==> src/rtl/timer_bus_pkg.sv <==
// Shared types and constants for the timer register-bus master.
// Build option TIMER_BUS_MASTER_RMW_EN enables the read-modify-write operation.
package timer_bus_pkg;

  localparam int ADDR_W = 6;
  localparam int DATA_W = 32;

  typedef enum logic [1:0] {
    OP_READ  = 2'd0,
    OP_WRITE = 2'd1,
    OP_RMW   = 2'd2,
    OP_RSVD  = 2'd3
  } op_e;

  typedef enum logic [1:0] {
    IDLE   = 2'd0,
    ACC_RD = 2'd1,
    ACC_WR = 2'd2,
    RSP    = 2'd3
  } state_e;

  // Timer register map (word aligned)
  localparam logic [ADDR_W-1:0] REG_CTRL     = 6'h00;
  localparam logic [ADDR_W-1:0] REG_STATUS   = 6'h04;
  localparam logic [ADDR_W-1:0] REG_LOAD     = 6'h08;
  localparam logic [ADDR_W-1:0] REG_COUNT    = 6'h0C;
  localparam logic [ADDR_W-1:0] REG_CMP0     = 6'h10;
  localparam logic [ADDR_W-1:0] REG_CMP1     = 6'h14;
  localparam logic [ADDR_W-1:0] REG_IRQ_EN   = 6'h18;
  localparam logic [ADDR_W-1:0] REG_IRQ_STAT = 6'h1C;

  typedef struct packed {
    op_e               op;
    logic [ADDR_W-1:0] addr;
    logic [DATA_W-1:0] wdata;
    logic [DATA_W-1:0] mask;
  } cmd_t;

  function automatic logic [DATA_W-1:0] rmw_merge(input logic [DATA_W-1:0] old_val,
                                                  input logic [DATA_W-1:0] new_val,
                                                  input logic [DATA_W-1:0] mask);
    return (old_val & ~mask) | (new_val & mask);
  endfunction

endpackage

==> src/rtl/timer_bus_cmd_fifo.sv <==
// Synchronous command FIFO; pointers carry an extra wrap bit to tell full from empty.
module timer_bus_cmd_fifo #(
  parameter int DEPTH = 4,
  parameter int WIDTH = 8
) (
  input  logic             clk,
  input  logic             rst_n,
  input  logic             push,
  input  logic [WIDTH-1:0] push_data,
  output logic             full,
  input  logic             pop,
  output logic [WIDTH-1:0] pop_data,
  output logic             empty
);

  localparam int AW = $clog2(DEPTH);
  localparam logic [AW:0] PTR_ONE = 1;

  logic [WIDTH-1:0] mem [DEPTH];
  logic [AW:0]      wr_ptr;
  logic [AW:0]      rd_ptr;
  logic             do_push;
  logic             do_pop;

  assign full    = (wr_ptr[AW] != rd_ptr[AW]) && (wr_ptr[AW-1:0] == rd_ptr[AW-1:0]);
  assign empty   = (wr_ptr == rd_ptr);
  // A full FIFO refuses the push even when the head is popped in the same cycle
  assign do_push = push && !full;
  assign do_pop  = pop && !empty;

  always_ff @(posedge clk or negedge rst_n) begin
    if (!rst_n) begin
      wr_ptr <= '0;
      rd_ptr <= '0;
    end else begin
      if (do_push) wr_ptr <= wr_ptr + PTR_ONE;
      if (do_pop)  rd_ptr <= rd_ptr + PTR_ONE;
    end
  end

  always_ff @(posedge clk) begin
    if (do_push) mem[wr_ptr[AW-1:0]] <= push_data;
  end

  assign pop_data = mem[rd_ptr[AW-1:0]];

endmodule

==> src/rtl/timer_bus_master.sv <==
// Queues timer register commands and runs them one at a time on a single-cycle cs bus.
// Build option TIMER_BUS_MASTER_RMW_EN enables op 2 (read-modify-write).
module timer_bus_master
  import timer_bus_pkg::*;
#(
  parameter int FIFO_DEPTH = 4
) (
  input  logic              clk,
  input  logic              rst_n,
  input  logic              cmd_valid,
  output logic              cmd_ready,
  input  logic [1:0]        cmd_op,
  input  logic [ADDR_W-1:0] cmd_addr,
  input  logic [DATA_W-1:0] cmd_wdata,
  input  logic [DATA_W-1:0] cmd_mask,
  output logic              rsp_valid,
  input  logic              rsp_ready,
  output logic [DATA_W-1:0] rsp_rdata,
  output logic              rsp_err,
  output logic              cs,
  output logic              we,
  output logic [ADDR_W-1:0] addr,
  output logic [DATA_W-1:0] wdata,
  input  logic [DATA_W-1:0] rdata,
  output logic              busy,
  output state_e            state_dbg
);

  // Handshakes: a command transfers on a clk edge with cmd_valid && cmd_ready, a response
  // on a clk edge with rsp_valid && rsp_ready; a valid side holds its payload until then.

  cmd_t                    push_cmd;
  cmd_t                    head;
  logic [$bits(cmd_t)-1:0] head_bits;
  logic                    fifo_full;
  logic                    fifo_empty;
  logic                    pop;
  logic                    head_bad;
  logic                    head_rd;
  state_e                  state;
  state_e                  state_nxt;
  logic                    rmw_q;
  logic                    we_q;
  logic [ADDR_W-1:0]       addr_q;
  logic [DATA_W-1:0]       wdata_q;
  logic [DATA_W-1:0]       rdata_q;
  logic                    err_q;

  always_comb begin
    push_cmd.op    = op_e'(cmd_op);
    push_cmd.addr  = cmd_addr;
    push_cmd.wdata = cmd_wdata;
`ifdef TIMER_BUS_MASTER_RMW_EN
    push_cmd.mask  = cmd_mask;
`else
    push_cmd.mask  = '0;
`endif
  end

`ifndef TIMER_BUS_MASTER_RMW_EN
  logic unused_mask;
  assign unused_mask = ^{cmd_mask, head.mask};
`endif

  timer_bus_cmd_fifo #(
    .DEPTH (FIFO_DEPTH),
    .WIDTH ($bits(cmd_t))
  ) u_cmd_fifo (
    .clk       (clk),
    .rst_n     (rst_n),
    .push      (cmd_valid),
    .push_data (push_cmd),
    .full      (fifo_full),
    .pop       (pop),
    .pop_data  (head_bits),
    .empty     (fifo_empty)
  );

  assign head      = cmd_t'(head_bits);
  assign cmd_ready = !fifo_full;

  // Classify the FIFO head: misaligned or unsupported ops never touch the bus
  always_comb begin
    head_rd  = 1'b0;
    head_bad = 1'b0;
    case (head.op)
      OP_READ:  head_rd = 1'b1;
      OP_WRITE: head_rd = 1'b0;
`ifdef TIMER_BUS_MASTER_RMW_EN
      OP_RMW:   head_rd = 1'b1;
`endif
      default:  head_bad = 1'b1;
    endcase
    if (head.addr[1:0] != 2'b00) head_bad = 1'b1;
  end

  always_ff @(posedge clk or negedge rst_n) begin
    if (!rst_n) state <= IDLE;
    else        state <= state_nxt;
  end

  always_comb begin
    state_nxt = state;
    case (state)
      IDLE: begin
        if (!fifo_empty) begin
          if (head_bad)     state_nxt = RSP;
          else if (head_rd) state_nxt = ACC_RD;
          else              state_nxt = ACC_WR;
        end
      end
      ACC_RD:  state_nxt = rmw_q ? ACC_WR : RSP;
      ACC_WR:  state_nxt = RSP;
      RSP:     if (rsp_ready) state_nxt = IDLE;
      default: state_nxt = IDLE;
    endcase
  end

  always_comb begin
    pop       = (state == IDLE) && !fifo_empty;
    cs        = (state == ACC_RD) || (state == ACC_WR);
    rsp_valid = (state == RSP);
    busy      = !fifo_empty || (state != IDLE);
    state_dbg = state;
  end

`ifdef TIMER_BUS_MASTER_RMW_EN
  logic [DATA_W-1:0] mask_q;

  always_ff @(posedge clk or negedge rst_n) begin
    if (!rst_n)                            mask_q <= '0;
    else if (state == IDLE && !fifo_empty) mask_q <= head.mask;
  end
`endif

  // Bus and response registers; an RMW reuses wdata_q to carry the new value into the write
  always_ff @(posedge clk or negedge rst_n) begin
    if (!rst_n) begin
      rmw_q   <= 1'b0;
      we_q    <= 1'b0;
      addr_q  <= '0;
      wdata_q <= '0;
      rdata_q <= '0;
      err_q   <= 1'b0;
    end else begin
      case (state)
        IDLE: begin
          if (!fifo_empty) begin
            rmw_q   <= (head.op == OP_RMW) && !head_bad;
            we_q    <= !head_bad && !head_rd;
            addr_q  <= head.addr;
            wdata_q <= head.wdata;
            rdata_q <= '0;
            err_q   <= head_bad;
          end
        end
        ACC_RD: begin
          rdata_q <= rdata;
`ifdef TIMER_BUS_MASTER_RMW_EN
          if (rmw_q) begin
            we_q    <= 1'b1;
            wdata_q <= rmw_merge(rdata, wdata_q, mask_q);
          end
`endif
        end
        ACC_WR:  we_q <= 1'b0;
        default: ;
      endcase
    end
  end

  assign we        = we_q;
  assign addr      = addr_q;
  assign wdata     = wdata_q;
  assign rsp_rdata = rdata_q;
  assign rsp_err   = err_q;

endmodule

==> config.mk <==
export PLATFORM = sky130hd
export DESIGN_NAME = timer_bus_master
export DESIGN_NICKNAME = d
export VERILOG_FILES = /design/src/rtl/timer_bus_pkg.sv /design/src/rtl/timer_bus_cmd_fifo.sv /design/src/rtl/timer_bus_master.sv
export SDC_FILE = /design/constraint.sdc
export NUM_CORES = 1
export LEC_CHECK = 0
export ABC_AREA = 1
export BUFFER_PORTS_ARGS = -buffer_cell sky130_fd_sc_hd__buf_2
export CAP_MARGIN = 5
export CORE_UTILIZATION = 57
export CTS_BUF_LIST = sky130_fd_sc_hd__clkbuf_4
export DETAILED_ROUTE_END_ITERATION = 6
export PLACE_DENSITY = 0.89
export SLEW_MARGIN = 20
export SYNTH_ARGS = -nofsm -noshare
export SYNTH_HDL_FRONTEND = slang
export SYNTH_SLANG_ARGS = --single-unit
==> constraint.sdc <==
create_clock -name clk -period 3.4 [get_ports clk]
set_clock_uncertainty 0.1 [all_clocks]
set_input_delay 0.17 -clock clk [delete_from_list [all_inputs] [get_ports clk]]
set_output_delay 0.17 -clock clk [all_outputs]
set_load 0.05 [all_outputs]
==> flow_metrics.env <==
export IMPL_status="completed"
export IMPL_period_share=0.693
export IMPL_r2r_end="wdata[14]$_DFFE_PN0P_"
export IMPL_synth_area_um2=9380
export IMPL_hold_class="input pin to async pin"
export IMPL_drt_initial_drc_count=471
export IMPL_num_io_pins=186
export IMPL_instances_no_fill=1311
export IMPL_slew_viol_final=0
export IMPL_fin_nets=1163
export IMPL_hpwl_um=11500
export IMPL_final_common_cell="nand2_1"
export IMPL_crit_type="register to register"
export IMPL_r2r_cells=6
export IMPL_drcViolationCount=0
export IMPL_cpPeakStageDelay_ns=0.73
export IMPL_viasPerCell=5.41
export IMPL_antenna_found_initial=0
export IMPL_cp_startpoint="state_dbg[0]$_DFFE_PN0P_"
export IMPL_required_ns=3.87
export IMPL_wl_um=22600
export IMPL_cts_root_buf="clkbuf_4"
export IMPL_yosysUniqueCellTypes=23
export IMPL_synth_edf_count=160
export IMPL_cts_tree="done"
export IMPL_fp_dieH_um=130
export IMPL_maxCapViolations=0
export IMPL_worstSetupEndpointType="register"
export IMPL_cp_start_kind="register"
export IMPL_grt_usage=0.270
export IMPL_dieArea_um2=17000
export IMPL_synth_top_cell_area_share=0.512
export IMPL_async_reset_ff_frac=0.336
export IMPL_cts_sinks=241
export IMPL_grt_pass1_wl_um=34300
export IMPL_fillers=994
export IMPL_cts_buffers=58
export IMPL_synth_top_area_cell="edfxtp_1"
export IMPL_drt_pass1_iter_count=5
export IMPL_syn_num_nets=905
export IMPL_grt_overflow_total=0
export IMPL_synthTopCellsByArea="edfxtp_1 51%, dfrtp_1 22%, nand2_1 8.8%"
export IMPL_critPathCapture="wdata[14]$_DFFE_PN0P_"
export IMPL_hold_violations=0
export IMPL_htree_levels=2
export IMPL_grt_pass1_vias=7107
export IMPL_slowest_stage="inv_2"
export IMPL_yosysWarningCount=0
export IMPL_final_core_util=0.742
export IMPL_place_inst=1126
export IMPL_rsz0062_at_grt="false"
export IMPL_rr_startpoint="state_dbg[0]$_DFFE_PN0P_"
export IMPL_clock_latency_ns=0.67
export IMPL_arrival_ns=2.83
export IMPL_crit_top_cell="nand2_1"
export IMPL_seq_area_frac_synth=0.729
export IMPL_clock_path_buffers=3
export IMPL_r2r_setup_slack_ns=1.04
export IMPL_die_w_um=130
export IMPL_via_count=7087
export IMPL_drive_gt1_frac=0.250
export IMPL_post_cts_buffers=0
export IMPL_cts_resized=0
export IMPL_worst_pin_slew_ns=1.06
export IMPL_path_cells="inv_1 -> ha_1 -> nand2_4 -> inv_2 -> nand2_1 -> nand2_1"
export IMPL_ys_flop_type="edfxtp_1"
export IMPL_path_max_fanout=41
export IMPL_whs_ns=0.0669
export IMPL_io_buffers=153
export IMPL_fmax_mhz=424
export IMPL_ys_ff_latch=241
export IMPL_setup_viol=0
export IMPL_setup_total_negative_slack_ns=0
export IMPL_start_util=0.588
export IMPL_core_area_um2=15900
export IMPL_layout_common_cells="221 x nand2_1, 160 x edfxtp_1, 152 x buf_2"
export IMPL_hold_buffers=75
export IMPL_gp_congestion=0.723
export IMPL_maxSlewHeadroom=0.289
export IMPL_ir_worst_vdd_v=0.000585
export IMPL_ant_nets=0
export IMPL_post_route_min_period_ns=2.36
export IMPL_syn_avg_cell_area_um2=11.9
export IMPL_syn2layout_area_growth_pct=26.2
export IMPL_leakage_uw=0.00518
export IMPL_placementRows=46
export IMPL_avgRoutedWirePerCell_um=17.3
export IMPL_syn_inst=787
export IMPL_p_per_area_nw_per_um2=1010
export IMPL_grt_max_degree=82
export IMPL_clkTransAtPathRegs_ns=0.08
## report_power, final
group / switching, µW / internal (µW) / total, µW
clock network: 1130 / 1210 / 2340
logic: 3880 / 1250 / 5130
registers: 373 / 4050 / 4420
total: 5380 / 6510 / 11900
## Yosys cell counts, types with 6 or more instances
cell type	n
buf_2	14
buf_4	10
buf_6	6
clkbuf_1	13
dfrtp_1	81
edfxtp_1	160
ha_1	10
inv_1	15
nand2_1	221
nand3_1	43
nor2_1	84
o21ai_0	66
o21ai_1	11
o22ai_1	36
## worst min-delay path by stage
| stage | cells past startpoint | slack (ns) | start | endpoint |
|---|---|---|---|---|
| after global routing | 4 | 0.10 | rdata[7] | rsp_rdata[7]$_DFFE_PN0P_ |
| after CTS | 2 | 0.06 | rst_n | u_cmd_fifo.wr_ptr[0]$_DFFE_PN0P_ |
| after global placement | 1 | 0.22 | rst_n | addr[5]$_DFFE_PN0P_ |
| after floorplan | 0 | -0.23 | rst_n | addr[0]$_DFFE_PN0P_ |
| after detailed placement | 1 | 0.22 | rst_n | wdata[9]$_DFFE_PN0P_ |
| final | 2 | 0.07 | rst_n | rsp_rdata[3]$_DFFE_PN0P_ |
## worst max-delay path: cells and delay by family (launching register included)
| kind | cells | cell delay (ns) |
|---|---|---|
| fa+ha+maj | 1 | 0.29 |
| buf+inv | 2 | 0.85 |
| flops | 1 | 0.42 |
| simple gates | 3 | 0.61 |
## state kept, by name, summed over array words and instances, names as in the netlist
name	flops
rsp_rdata	32
addr	6
u_cmd_fifo.rd_ptr	3
rmw_q	1
rsp_err	1
wdata	32
u_cmd_fifo.wr_ptr	3
u_cmd_fifo.mem	160
we	1
state_dbg	2
## per-stage QoR
| stage | cell area (µm²) | total power, µW | worst slack (ns) |
|---|---|---|---|
| 6_report | 11800 | 11900 | 1.04 |
| 5_1_grt | 11800 | 12600 | 0.863 |
| 4_1_cts | 11800 | 11800 | 1.03 |
| 3_5_place_dp | 10300 | 9390 | 1.04 |
| 3_3_place_gp | 10300 | 9220 | 1.08 |
| 2_1_floorplan | 9380 | 8210 | -0.183 |
## final cells by class
cell class,count,area (µm²),share of cell area
inverter,19,71.3,0.00603
clock inverter,26,131,0.0111
sequential,241,6830,0.577
antenna,1,2.50,0.000211
multi-input combinational,484,2250,0.190
clock buffer,83,623,0.0527
tap,216,270,0.0228
timing repair buffer,241,1650,0.140
## kinds of logic (layout without fill, tap and decap cells)
logic type               count (synthesis)  after routing  share of synthesized area
AND/OR/NAND/NOR                        355            355                      0.151
other                                    0              1                          0
adder cells (fa/ha/maj)                 10             10                     0.0133
XOR/XNOR                                 3              3                    0.00480
buffers and inverters                   62            369                     0.0355
flip-flops                             241            241                      0.729
AO/OA/AOI/OAI                          116            116                     0.0670
## metal layers
metal | routed length (µm) | up-vias | global-route usage
li1 | - | 3274 | -
met1 | 8550 | 3352 | 0.305
met2 | 11500 | 402 | 0.474
met3 | 2080 | 59 | 0.0718
met4 | 529 | 0 | 0.137
met5 | 0 | - | 0
Note: power is estimated with default switching activity, not from simulation.
